File: config.mk
export PLATFORM = sky130hd
export DESIGN_NAME = imm_gen_pipe
export DESIGN_NICKNAME = d
export VERILOG_FILES = /design/src/rtl/imm_pkg.sv /design/src/rtl/imm_format.sv /design/src/rtl/imm_gen_pipe.sv
export SDC_FILE = /design/constraint.sdc
export NUM_CORES = 1
export LEC_CHECK = 0
export CAP_MARGIN = 20
export CORE_ASPECT_RATIO = 1.5
export CORE_MARGIN = 2
export CORE_UTILIZATION = 50
export DETAILED_ROUTE_END_ITERATION = 8
export GPL_TIMING_DRIVEN = 0
export PLACE_DENSITY = 0.86
export RECOVER_POWER = 100
export SLEW_MARGIN = 20
export SYNTH_ARGS = -nofsm -noshare
export SYNTH_HDL_FRONTEND = slang
export SYNTH_SLANG_ARGS = --single-unit
File: constraint.sdc
create_clock -name clk -period 4.8 [get_ports clk]
set_clock_uncertainty 0.2 [all_clocks]
set_input_delay 1.2 -clock clk [delete_from_list [all_inputs] [get_ports clk]]
set_output_delay 1.2 -clock clk [all_outputs]
set_load 0.005 [all_outputs]
File: src/rtl/imm_pkg.sv
// Shared types and constants for the decode-stage immediate generator.
package imm_pkg;

    // Immediate formats as selected by the decoder.
    typedef enum logic [2:0] {
        IMM_I    = 3'b000,
        IMM_S    = 3'b001,
        IMM_B    = 3'b010,
        IMM_J    = 3'b011,
        IMM_U    = 3'b100,
        IMM_Z    = 3'b101,
        IMM_SH   = 3'b110,
        IMM_RSVD = 3'b111
    } imm_src_e;

    localparam int unsigned InstrW   = 32;
    localparam int unsigned SignBit  = 31;
    // MSB of the 6-bit shamt field; set only for RV64-style shifts.
    localparam int unsigned ShamtMsb = 25;

    function automatic bit xlen_legal(int unsigned xlen);
        return (xlen == 32) || (xlen == 64);
    endfunction

endpackage

File: src/rtl/imm_format.sv
// Combinational immediate extraction: instruction word + format select -> extended immediate.
module imm_format
    import imm_pkg::*;
#(
    parameter int unsigned XLEN = 32
) (
    input  logic [InstrW-1:0] instr_i,
    input  logic [2:0]        src_i,
    output logic [XLEN-1:0]   imm_o,
    output logic              illegal_o
);

    imm_src_e          src;
    logic [InstrW-1:0] raw;   // immediate already extended to 32 bits
    logic              sext;  // raw is signed and must be sign-extended to XLEN
    logic              unused_opcode;

    assign src           = imm_src_e'(src_i);
    assign unused_opcode = ^instr_i[6:0];

    // Decode the selected format into a 32-bit value plus its signedness.
    always_comb begin
        raw       = '0;
        sext      = 1'b0;
        illegal_o = 1'b0;
        unique case (src)
            IMM_I: begin
                raw  = {{20{instr_i[SignBit]}}, instr_i[31:20]};
                sext = 1'b1;
            end
            IMM_S: begin
                raw  = {{20{instr_i[SignBit]}}, instr_i[31:25], instr_i[11:7]};
                sext = 1'b1;
            end
            IMM_B: begin
                raw  = {{19{instr_i[SignBit]}}, instr_i[31], instr_i[7], instr_i[30:25],
                        instr_i[11:8], 1'b0};
                sext = 1'b1;
            end
            IMM_J: begin
                raw  = {{11{instr_i[SignBit]}}, instr_i[31], instr_i[19:12], instr_i[20],
                        instr_i[30:21], 1'b0};
                sext = 1'b1;
            end
            IMM_U: begin
                raw  = {instr_i[31:12], 12'b0};
                sext = 1'b1;
            end
            IMM_Z: begin
                raw = {27'b0, instr_i[19:15]};
            end
            IMM_SH: begin
                // A 32-bit datapath cannot shift by 32 or more.
                if (XLEN == 32 && instr_i[ShamtMsb]) begin
                    raw       = {27'b0, instr_i[24:20]};
                    illegal_o = 1'b1;
                end else begin
                    raw = {26'b0, instr_i[25:20]};
                end
            end
            IMM_RSVD: begin
                illegal_o = 1'b1;
            end
            default: begin
                illegal_o = 1'b1;
            end
        endcase
    end

    // Widen to the datapath.
    always_comb begin
        imm_o = sext ? XLEN'($signed(raw)) : XLEN'(raw);
    end

endmodule

File: src/rtl/imm_gen_pipe.sv
// Registered immediate generator with valid/ready handshake, optional 2-entry skid and flush.
module imm_gen_pipe
    import imm_pkg::*;
#(
    parameter int unsigned XLEN     = 32,
    parameter int unsigned USE_SKID = 1
) (
    input  logic              clk,
    input  logic              rst_n,
    input  logic              flush,
    input  logic              in_valid,
    output logic              in_ready,
    input  logic [31:0]       in_instr,
    input  logic [2:0]        in_imm_src,
    input  logic [XLEN-1:0]   in_pc,
    output logic              out_valid,
    input  logic              out_ready,
    output logic [XLEN-1:0]   out_imm,
    output logic [XLEN-1:0]   out_target,
    output logic              out_illegal
);

    if (!xlen_legal(XLEN)) begin : g_bad_xlen
        $error("imm_gen_pipe: XLEN must be 32 or 64");
    end

    // Beat payload layout: {illegal, target, imm}.
    localparam int unsigned PW = 2 * XLEN + 1;

    logic [XLEN-1:0] fmt_imm;
    logic            fmt_illegal;
    logic [PW-1:0]   beat;
    logic            in_fire;

    logic            main_valid_q, main_valid_d;
    logic [PW-1:0]   main_data_q, main_data_d;

    imm_format #(
        .XLEN (XLEN)
    ) u_imm_format (
        .instr_i   (in_instr),
        .src_i     (in_imm_src),
        .imm_o     (fmt_imm),
        .illegal_o (fmt_illegal)
    );

    assign beat    = {fmt_illegal, in_pc + fmt_imm, fmt_imm};
    assign in_fire = in_valid && in_ready;

    assign out_valid                           = main_valid_q;
    assign {out_illegal, out_target, out_imm}  = main_data_q;

    if (USE_SKID != 0) begin : g_skid
        logic          skid_valid_q, skid_valid_d;
        logic [PW-1:0] skid_data_q, skid_data_d;

        assign in_ready = !skid_valid_q;

        // Main/skid next state; skid is only ever occupied while main is valid.
        always_comb begin
            main_valid_d = main_valid_q;
            main_data_d  = main_data_q;
            skid_valid_d = skid_valid_q;
            skid_data_d  = skid_data_q;
            if (flush) begin
                main_valid_d = 1'b0;
                skid_valid_d = 1'b0;
            end else if (!main_valid_q || out_ready) begin
                if (skid_valid_q) begin
                    main_valid_d = 1'b1;
                    main_data_d  = skid_data_q;
                    skid_valid_d = 1'b0;
                end else if (in_fire) begin
                    main_valid_d = 1'b1;
                    main_data_d  = beat;
                end else begin
                    main_valid_d = 1'b0;
                end
            end else if (in_fire) begin
                skid_valid_d = 1'b1;
                skid_data_d  = beat;
            end
        end

        // Skid register.
        always_ff @(posedge clk) begin
            if (!rst_n) begin
                skid_valid_q <= 1'b0;
                skid_data_q  <= '0;
            end else begin
                skid_valid_q <= skid_valid_d;
                skid_data_q  <= skid_data_d;
            end
        end
    end else begin : g_no_skid
        assign in_ready = !main_valid_q || out_ready;

        // Single stage: a new beat replaces the draining one without a bubble.
        always_comb begin
            main_valid_d = main_valid_q;
            main_data_d  = main_data_q;
            if (flush) begin
                main_valid_d = 1'b0;
            end else if (in_fire) begin
                main_valid_d = 1'b1;
                main_data_d  = beat;
            end else if (out_ready) begin
                main_valid_d = 1'b0;
            end
        end
    end

    // Output (main) register.
    always_ff @(posedge clk) begin
        if (!rst_n) begin
            main_valid_q <= 1'b0;
            main_data_q  <= '0;
        end else begin
            main_valid_q <= main_valid_d;
            main_data_q  <= main_data_d;
        end
    end

endmodule
After elaboration in Yosys (flattened, before gate mapping)
Index checks and enable logic that the tools add are counted.

word-level totals
  bits in latches = 0
  memory bits (writable) = 0
  register bits = 132
  output and inout port bits = 67
  bits in read-only memories = 0
  memories = 0

operators by class
  divide/modulo/power cells = 0
  order comparisons = 0
  $mul = 0
  equal/unequal tests = 7
  muxes and demuxes = 7
  reductions and logical operators = 10
  $add $sub $neg = 1
  bitwise logic cells = 3
  shifts and indexed selects = 0

operators by type and width
  kind                                                             count
  32-bit one-hot mux with 7 select lines                           1
  65-bit 2-to-1 mux                                                2
  32-bit adder                                                     1
  3-bit == test, second input constant                             4
  3-bit by 2-bit == test with 1-bit output, second input constant  2
  3-bit AND reduction                                              2
  3-bit by 1-bit == test with 1-bit output, second input constant  1
  3-bit zero test                                                  1
  1-bit 2-to-1 mux                                                 3
  1-bit NOT                                                        3
  3-bit OR reduction                                               1
  1-bit zero test                                                  2
  1-bit one-hot mux with 2 select lines                            1
  2-bit nonzero test                                               1
  2-bit OR reduction                                               1
  1-bit logical AND                                                1
  1-bit logical OR                                                 1

Logic depth before layout (Yosys ltp)
Gate-level depths: netlist (run 1).

  word-level depth = 5
  depth in mapped cells = 17

Cells and area by module
A second synthesis (run 1) with hierarchy kept.

unflattened totals
  cells, all modules = 883
  area, all modules = 7427.1 um^2

modules (own cells, without submodules)
  module        times used  area an instance (um^2)  cells an instance  seq. area each (um^2)
  imm_gen_pipe  1           6869.1                   801                2642.5
  imm_format    1           558.0                    82                 0.0

Worst setup path after synthesis (run 1)
Ideal clock, no wire load.

  path kind = input -> register
  from = input port in_imm_src[1]
  to = register main_data_q[59]
  setup time = 0.119 ns
  cell stages on the path = 15
  data required time = 4.481 ns
  data arrival time = 4.158 ns
  slack = 0.323 ns
  cell sequence = buf_2 > nor2b_1 > or2_2 > clkbuf_2 > mux2i_1 > o21ai_0 > ha_1 > o211ai_1 > o21bai_4 > a31oi_4 > o211ai_4 > a21oi_4 > o21bai_2 > mux2_4 > o221a_1

between the ends
  longest elaborated chain between the ends = 5
  elaborated cells between the ends (all ways) = 11
  classes of those cells = add/sub: 1; eq/ne: 6; mux: 3; reduce/logical: 1

ends and longest elaborated chain
  what                                         line                 text
  start, declared                              imm_gen_pipe.sv:14   input logic [2:0] in_imm_src,
  3-bit == test, or another cell as far along  imm_format.sv:26     unique case (src)
  32-bit one-hot mux with 7 select lines (*)   imm_format.sv:26
  named net beat[2]                            imm_gen_pipe.sv:32   logic [PW-1:0] beat;
  32-bit adder (*)                             imm_gen_pipe.sv:47   assign beat = {fmt_illegal, in_pc + fmt_imm, fmt_imm};
  65-bit 2-to-1 mux (*)                        imm_gen_pipe.sv:73   end else if (in_fire) begin
  65-bit 2-to-1 mux (*)                        imm_gen_pipe.sv:69   if (skid_valid_q) begin
  end signal, assigned                         imm_gen_pipe.sv:120  main_data_q <= main_data_d;
  end, declared                                imm_gen_pipe.sv:36   logic [PW-1:0] main_data_q, main_data_d;

The timed path passes the listed nets; every way through them passes the cells marked *. The select of a mux whose other input is x is not followed.
A chain may end at the register's enable or synchronous reset.

Worst setup path after layout (run 1)
  from = input port in_imm_src[1]
  to = register main_data_q[48]

Same word-level chain as after synthesis.

==> results of run 1 <==
==> cell type report <==
type / instances / area [um2]
tap: 199 / 249
clock inverter: 11 / 174
fill: 1253 / 5100
sequential: 132 / 2640
buffer: 76 / 304
inverter: 30 / 113
multi-input combinational: 759 / 4660
timing repair buffer: 130 / 1300
clock buffer: 20 / 457
==> synth_stat cells, drive strengths merged (6+ instances only) <==
library cell / number
buf: 12
xor2: 9
mux2i: 16
dfxtp: 132
xnor2: 19
a211oi: 12
a21boi: 13
nor2b: 17
nand4: 15
nor3: 13
a31oi: 7
or3: 7
clkbuf: 64
o22a: 8
nor2: 58
nand3: 26
o21bai: 6
o21ai: 92
o21a: 6
o211ai: 26
and2: 20
a21o: 11
ha: 31
nand2: 182
a21oi: 95
inv: 29
o211a: 24
==> state kept, by name (all words and copies together), names as in the netlist <==
name	cells
g_skid.skid_valid_q	1
out_valid	1
main_data_q	65
g_skid.skid_data_q	65
==> logic make-up (layout without fill, tap and decap cells) <==
group           after synthesis  in the layout  share of synthesized area
xor+xnor                     28             28                     0.0321
simple gates                355            355                      0.208
fa+ha+maj                    32             32                     0.0534
mux                          19             19                     0.0259
flops                       132            132                      0.346
compound gates              325            325                      0.281
buf+inv                     106            267                     0.0533
==> power groups by stage <==
stage	logic [W]	clock network (W)	registers (W)
after floorplan	0.000408	0	0.00118
after global placement	0.000674	0	0.00118
after detailed placement	0.000681	0	0.00118
after CTS	0.000689	0.00142	0.00116
after global routing	0.000757	0.00146	0.00116
final	0.000706	0.00142	0.00116
==> layout by cell type (no fill, tap or decap), drive strengths merged, types with 13 or more instances in the layout <==
cell type and count:
dlygate4sd3 70, and2 20, nand4 15, nor3 13, clkbuf 85, o21ai 92, a21oi 95, xnor2 19
dfxtp 132, mux2i 16, o211ai 26, o211a 24, ha 31, clkdlybuf4s50 59, nor2 58, nand2 182
inv 31, a21boi 13, nand3 26, nor2b 17
==> worst max-delay path, cell delays in order <==
cell,delay (ns)
buf_2,0.16
nor2b_1,0.19
or2_2,0.30
clkbuf_2,0.15
mux2i_1,0.15
o21ai_1,0.31
inv_1,0.11
fa_1,0.46
nor2b_1,0.27
o2111ai_2,0.18
a211o_4,0.40
a21oi_2,0.21
a31oi_1,0.13
xor2_1,0.16
buf_4,0.16
o211ai_1,0.16
o211a_1,0.16
==> stage by stage <==
stage                     TNS, ns  area, um2  setup slack [ns]  instances  hold WS, ns
after detailed placement   -12.92       9170            -0.727       1325        0.241
final                           0       9900             0.101       1357        0.250
after global routing       -0.108       9900           -0.0603       1357        0.275
after floorplan                 0       7630             0.323        997        0.230
after global placement     -10.46       9170            -0.690       1325        0.238
after CTS                       0       9820            0.0526       1356        0.249
==> final timing paths <==
path / from / end / slack, ns / depth (start not counted)
min: g_skid.skid_data_q[52] / g_skid.skid_data_q[52] / 0.25 / 2
max reg2reg: g_skid.skid_valid_q / main_data_q[61] / 1.89 / 7
max: in_imm_src[1] / main_data_q[48] / 0.10 / 17
min reg2reg: g_skid.skid_data_q[52] / g_skid.skid_data_q[52] / 0.25 / 2
==> timing repair <==
item                       4_1_cts  5_1_grt
setup endpoints to repair       10       23
buffers inserted                 0        1
pin swaps                        0        3
gates resized for setup          8       22
==> routing by layer <==
metal  up-vias  track usage  wire length [um]  share of wire
met5         -            0                 0              0
met4         0        0.238              2110          0.081
met3       128       0.0507              1950          0.075
met2       488        0.532             12500           0.48
met1      3815        0.356              9530           0.36
li1       3820            -                 -              -
==> flow_metrics.tcl, run 1 <==
set metrics [dict create \
    seq_power_share 0.353 \
    syn-num-nets 1101 \
    post-route-period-util 0.979 \
    wire_per_inst_um 19.2 \
    cts_max_level 4 \
    grt_max_degree 17 \
    ys_types 68 \
    synth_top_area_share 0.346 \
    gp_congestion 0.977 \
    clkLatencyLatePin_ns 0.43 \
    p_sw_frac 0.292 \
    final_util 0.660 \
    critPathLaunchType "primary input" \
    die_x_um 105 \
    vias_per_cell 6.08 \
    synth_warnings 0 \
    grt_antenna_before_repair 0 \
    slew_viol_final 0 \
    synth_top_area_cell "dfxtp_1" \
    synth_ff_type "dfxtp_1" \
    p_int_w 0.00233 \
    status "finished clean" \
    grt_util_all_layers 0.315 \
    min_path_type "reg2reg" \
    combPwrFrac 0.215 \
    syn-instance-count 997 \
    synth-edff-count 0 \
    syn-cell-area_um2 7630 \
    fp.coreArea_um2 15000 \
    cts.sinks 132 \
    postSynthAreaPerCell_um2 7.66 \
    clk_path_buf_depth 2 \
    dieArea_um2 16300 \
    ios 139 \
    required_ns 4.97 \
    grt_overflow 0 \
    clkPwrFrac 0.432 \
    synthArstFlopShare 0 \
    root_buffer "clkbuf_16" \
    finalHoldViolCount 0 \
    cts_tree "yes" \
    peakVddDrop_uv 188 \
    vias 8251 \
    cts.clk_slew.worst_paths_ns 0.06 \
    max_slew.worst_pin.slew_ns 0.865 \
    cts_made_buffers 17 \
    total_power_w 0.00329 \
    nets 1250 \
    n_antenna_cell 0 \
    max_freq_ghz 0.213 \
    first_global_vias 7760 \
    wl_mm 26.1 \
    timing.slew.headroom 0.423 \
    antenna_left 0 \
    ys_top_cells_by_area "dfxtp_1, nand2_1, a21oi_1" \
    p_per_area_nw_per_um2 332 \
    hold_buffers 0 \
    initial_core_util 0.509 \
    drc 0 \
    drt_first_iter_violations 616 \
    placementRows 55 \
    dr.pass1.iters 6 \
    power_switching_w 0.000958 \
    chipHeight_um 155 \
    crit_path_end_kind "register" \
    hpwl_mm 20.0 \
    drv_cap 0 \
    synthToLayoutAreaGrowth_pct 29.7 \
    finalCriticalPeriod_ns 4.70 \
    drive_gt1_frac 0.0639 \
    cp_max_fo 10 \
    grt_pass1_wl_mm 40.4 \
    crit_type "in2reg" \
    crit_arrival_ns 4.87 \
    yosys_register_bits 132 \
    port-buffer-count 129 \
    setup_viol_count_final 0 \
    yosysSeqAreaShare 0.346 \
    p_leak_nw 4.21 \
]
(Power assumes the default switching activity.)
==> run 2, diff against run 1 <==
--- a/config.mk
+++ b/config.mk
@@ -12,7 +12,7 @@
 export DETAILED_ROUTE_END_ITERATION = 8
 export GPL_TIMING_DRIVEN = 0
 export PLACE_DENSITY = 0.86
-export RECOVER_POWER = 100
+export RECOVER_POWER = 25
 export SLEW_MARGIN = 20
 export SYNTH_ARGS = -nofsm -noshare
 export SYNTH_HDL_FRONTEND = slang
==> flow_metrics.tcl, run 2 (same netlist as run 1, synthesis figures left out) <==
set metrics [dict create \
    chipHeight_um 155 \
    max_freq_ghz 0.214 \
    crit_type "in2reg" \
    critPathLaunchType "primary input" \
    crit_path_max_incr_delay_ns 0.50 \
    grt_max_degree 17 \
    grt_overflow 0 \
    nets 1250 \
    drv_cap 0 \
    first_global_vias 7760 \
    dr.pass1.iters 8 \
    wire_per_inst_um 19.4 \
    hold_buffers 0 \
    antenna_left 0 \
    placementRows 55 \
    setup_viol_count_final 0 \
    crit_arrival_ns 4.80 \
    n_fill_cell 1253 \
    mostFrequentLayoutCell "nand2_1" \
    root_buffer "clkbuf_16" \
    cts_max_level 4 \
    numPlacedInstances 1325 \
    dieArea_um2 16300 \
    crit_path_end_kind "register" \
    required_ns 4.92 \
    clk_path_buf_depth 2 \
    crit_chain "clkdlybuf4s50_1 -> nor2b_1 -> clkbuf_2 -> nor2b_1 -> clkbuf_4 -> a21oi_4 -> inv_1 -> ha_1 -> a21oi_2 -> o21ai_0 -> a211oi_1 -> o2bb2ai_2 -> o221a_2 -> xor2_2 -> o211ai_1 -> o211a_1" \
    grt_util_all_layers 0.315 \
    clkLatencyLatePin_ns 0.42 \
    min_path_type "reg2reg" \
    final_cell_mix "nand2_1, dfxtp_1, a21oi_1" \
    wl_mm 26.3 \
    post-route-period-util 0.975 \
    grt_antenna_before_repair 0 \
    n_antenna_cell 0 \
    stdcell_count 1357 \
    vias_per_cell 6.08 \
    total_power_w 0.00329 \
    port-buffer-count 129 \
    gp_congestion 0.977 \
    drc 0 \
    p_leak_nw 4.16 \
    cts.sinks 132 \
    drt_first_iter_violations 629 \
    timing.slew.headroom 0.409 \
    p_per_area_nw_per_um2 333 \
    cpMostUsedCell "nor2b_1" \
    cp_max_fo 10 \
    cpMaxStageDelayCell "clkdlybuf4s50_1" \
    die_x_um 105 \
    initial_core_util 0.509 \
    slew_viol_final 0 \
    ios 139 \
    cts_made_buffers 17 \
    top_regs "g_skid.skid_data_q (65), main_data_q (65)" \
    drive_gt1_frac 0.0639 \
    cts.clk_slew.worst_paths_ns 0.06 \
    grt_pass1_wl_mm 40.4 \
    fp.coreArea_um2 15000 \
    finalHoldViolCount 0 \
    peakVddDrop_uv 186 \
    max_slew.worst_pin.slew_ns 0.887 \
    cts_tree "yes" \
    hpwl_mm 20.0 \
    status "finished clean" \
    synthToLayoutAreaGrowth_pct 29.7 \
    vias 8257 \
    finalCriticalPeriod_ns 4.68 \
]
## run 2: cell types whose count changed in the layout (fill, tap and decap cells not counted), sizes merged
| cell | change |
|---|---|
| buf | +3 |
| clkbuf | -3 |
| clkdlybuf4s50 | +22 |
| dlygate4sd3 | -22 |
## run 2: cell type report
| cell class | instances | area (um2) | area share |
|---|---|---|---|
| flip-flops and latches | 132 | 2640 | 0.267 |
| well taps | 199 | 249 | 0.0252 |
| plain buffers | 76 | 304 | 0.0307 |
| multi-input cells | 759 | 4660 | 0.471 |
| clock buffers | 20 | 457 | 0.0461 |
| repair buffers | 130 | 1300 | 0.131 |
| inverters | 30 | 113 | 0.0114 |
| clock inverters | 11 | 174 | 0.0176 |
## run 2: stage by stage
step | hold WS (ns) | TNS [ns] | worst slack (ns) | utilization | instance area [um2]
final | 0.251 | 0 | 0.121 | 0.660 | 9900
after global routing | 0.275 | -0.115 | -0.0618 | 0.660 | 9900
after CTS | 0.249 | 0 | 0.0526 | 0.654 | 9820
after detailed placement | 0.241 | -12.92 | -0.727 | 0.612 | 9170
after global placement | 0.238 | -10.46 | -0.690 | 0.612 | 9170
after floorplan | 0.230 | 0 | 0.323 | - | 7630
## run 2: repair_timing
item | CTS | global route
gates resized for setup | 8 | 22
setup endpoints to repair | 10 | 23
buffers inserted | 0 | 1
pin swaps | 0 | 3
## run 2: report_power, final
part           switching (W)  leakage (nW)  internal [W]  total, W
Clock               0.000525         0.299      0.000897   0.00142
Sequential         0.0000223          1.07       0.00114   0.00116
Combinational       0.000415          2.79      0.000297  0.000711
## run 2: worst paths after layout
path / depth (start not counted) / end / slack, ns / from
setup reg to reg: 7 / main_data_q[61] / 1.89 / g_skid.skid_valid_q
setup / recovery: 16 / main_data_q[57] / 0.12 / in_imm_src[2]
hold / removal: 2 / main_data_q[25] / 0.25 / main_data_q[25]
hold reg to reg: 2 / main_data_q[25] / 0.25 / main_data_q[25]
## run 2: metal layers
metal / vias to the layer above / global-route usage / share of wire
met3: 136 / 0.0507 / 0.078
li1: 3813 / - / -
met1: 3806 / 0.356 / 0.36
met2: 502 / 0.532 / 0.48
met4: 0 / 0.238 / 0.080
met5: - / 0 / 0
## run 2: worst max-delay path, delay by kind of cell
family	cells	cell delay, ns
xor gates and xnor gates	1	0.22
AOI/OAI and AO/OA	8	1.69
and+or+nand+nor	2	0.35
adders and majority gates	1	0.38
buffers and inverters	4	0.95
==> run 3, diff against run 2 <==
--- a/config.mk
+++ b/config.mk
@@ -8,10 +8,11 @@
 export CAP_MARGIN = 20
 export CORE_ASPECT_RATIO = 1.5
 export CORE_MARGIN = 2
-export CORE_UTILIZATION = 50
+export CORE_UTILIZATION = 53
+export CTS_CLUSTER_SIZE = 30
 export DETAILED_ROUTE_END_ITERATION = 8
 export GPL_TIMING_DRIVEN = 0
-export PLACE_DENSITY = 0.86
+export PLACE_DENSITY = 0.9
 export RECOVER_POWER = 25
 export SLEW_MARGIN = 20
 export SYNTH_ARGS = -nofsm -noshare
==> flow_metrics.tcl, run 3 (same netlist as run 1, synthesis figures left out) <==
set metrics [dict create \
    clkLatencyLatePin_ns 0.44 \
    ios 139 \
    post-route-period-util 0.982 \
    finalCriticalPeriod_ns 4.71 \
    chipHeight_um 151 \
    n_antenna_cell 0 \
    final_cell_mix "nand2_1, dfxtp_1, a21oi_1" \
    crit_path_end_kind "register" \
    wl_mm 27.6 \
    crit_arrival_ns 4.80 \
    setup_slack_ns 0.0869 \
    vias_per_cell 6.20 \
    dr.pass1.iters 5 \
    dieArea_um2 15400 \
    setup_tns_ns 0 \
    root_buffer "clkbuf_16" \
    mostFrequentLayoutCell "nand2_1" \
    wire_per_inst_um 20.4 \
    max_slew.worst_pin.slew_ns 0.897 \
    p_leak_nw 4.17 \
    status "finished clean" \
    timing.slew.headroom 0.402 \
    nets 1251 \
    drc 0 \
    top_regs "g_skid.skid_data_q (65), main_data_q (65)" \
    grt_overflow 0 \
    cts_tree "yes" \
    antenna_left 0 \
    drive_gt1_frac 0.0681 \
    first_global_vias 7904 \
    cp_max_fo 10 \
    peakVddDrop_uv 225 \
    cts.clk_slew.worst_paths_ns 0.07 \
    critPathLaunchType "primary input" \
    cts_made_buffers 17 \
    total_power_w 0.00322 \
    cts.sinks 132 \
    final_util 0.702 \
    setup_viol_count_final 0 \
    dpl_worst_slack_ns -0.530 \
    synthToLayoutAreaGrowth_pct 29.2 \
    grt_util_all_layers 0.357 \
    gp_congestion 1.01 \
    slew_viol_final 0 \
    grt_pass1_wl_mm 41.8 \
    p_per_area_nw_per_um2 326 \
    drv_cap 0 \
    max_freq_ghz 0.212 \
    min_path_type "reg2reg" \
    placementRows 53 \
    die_x_um 102 \
    cts_max_level 4 \
    hpwl_mm 20.4 \
    finalHoldViolCount 0 \
    drt_first_iter_violations 656 \
    clk_path_buf_depth 2 \
    crit_type "in2reg" \
    grt_max_degree 17 \
    fp.coreArea_um2 14100 \
    initial_core_util 0.543 \
    grt_antenna_before_repair 0 \
    vias 8379 \
    required_ns 4.88 \
    hold_slack_ns 0.254 \
    port-buffer-count 129 \
]
-- run 3: cell types whose count changed in the layout (fill, tap and decap cells not counted), moves of 2 or more --
cell	change
inv_6	+4
inv_8	+4
bufinv_16	-3
clkbuf_1	-3
clkbuf_2	+3
clkbuf_8	-2
-- run 3: stage by stage --
step	cells	cell area [um2]
2_1_floorplan	997	7630
3_3_place_gp	1318	9170
3_5_place_dp	1318	9170
4_1_cts	1350	9750
5_1_grt	1352	9860
6_report	1352	9860
-- run 3: layer usage --
layer / wire length [um] / vias to the layer above / GRT usage / share of wire
met5: 0 / - / 0 / 0
met3: 2380 / 148 / 0.0646 / 0.086
met2: 13600 / 531 / 0.605 / 0.49
met4: 1950 / 0 / 0.229 / 0.071
li1: - / 3817 / - / -
met1: 9700 / 3883 / 0.406 / 0.35
-- run 3: layout make-up --
class                      instances  area (um2)
clock buffer                      17         425
sequential                       132        2640
clock inverter                    15         160
fill                            1152        4200
tap                              192         240
timing repair buffer             131        1310
multi-input combinational        759        4670
buffer                            76         307
inverter                          30         113
-- run 3: final timing paths --
path | depth (start not counted) | slack [ns] | start | endpoint
worst min-delay path | 2 | 0.25 | main_data_q[33] | main_data_q[33]
worst max-delay path | 16 | 0.09 | in_imm_src[2] | main_data_q[56]
worst max register to register | 7 | 1.81 | g_skid.skid_valid_q | main_data_q[61]
worst min register to register | 2 | 0.25 | main_data_q[33] | main_data_q[33]
-- run 3: critical path: stages --
cell             delay, ns
clkdlybuf4s50_1       0.48
clkbuf_2              0.21
nor2_1                0.14
a22oi_1               0.10
o21ai_2               0.19
ha_1                  0.23
inv_1                 0.06
fa_1                  0.41
nor2b_1               0.28
o2111ai_2             0.18
a211o_1               0.39
nand2_1               0.21
a2111oi_2             0.10
nor3_1                0.25
xnor2_1               0.21
o221ai_1              0.15
-- run 3: power breakdown --
group          total (W)  switching [W]  internal [W]
clock            0.00133       0.000595      0.000737
combinational   0.000726       0.000425      0.000301
sequential       0.00116      0.0000225       0.00114
-- run 3: repair_timing --
action / 4_1_cts / 5_1_grt
pin swaps: 0 / 3
hold buffers: 0 / 0
gates resized for setup: 3 / 35
setup endpoints to repair: 6 / 26
setup buffers: 0 / 2
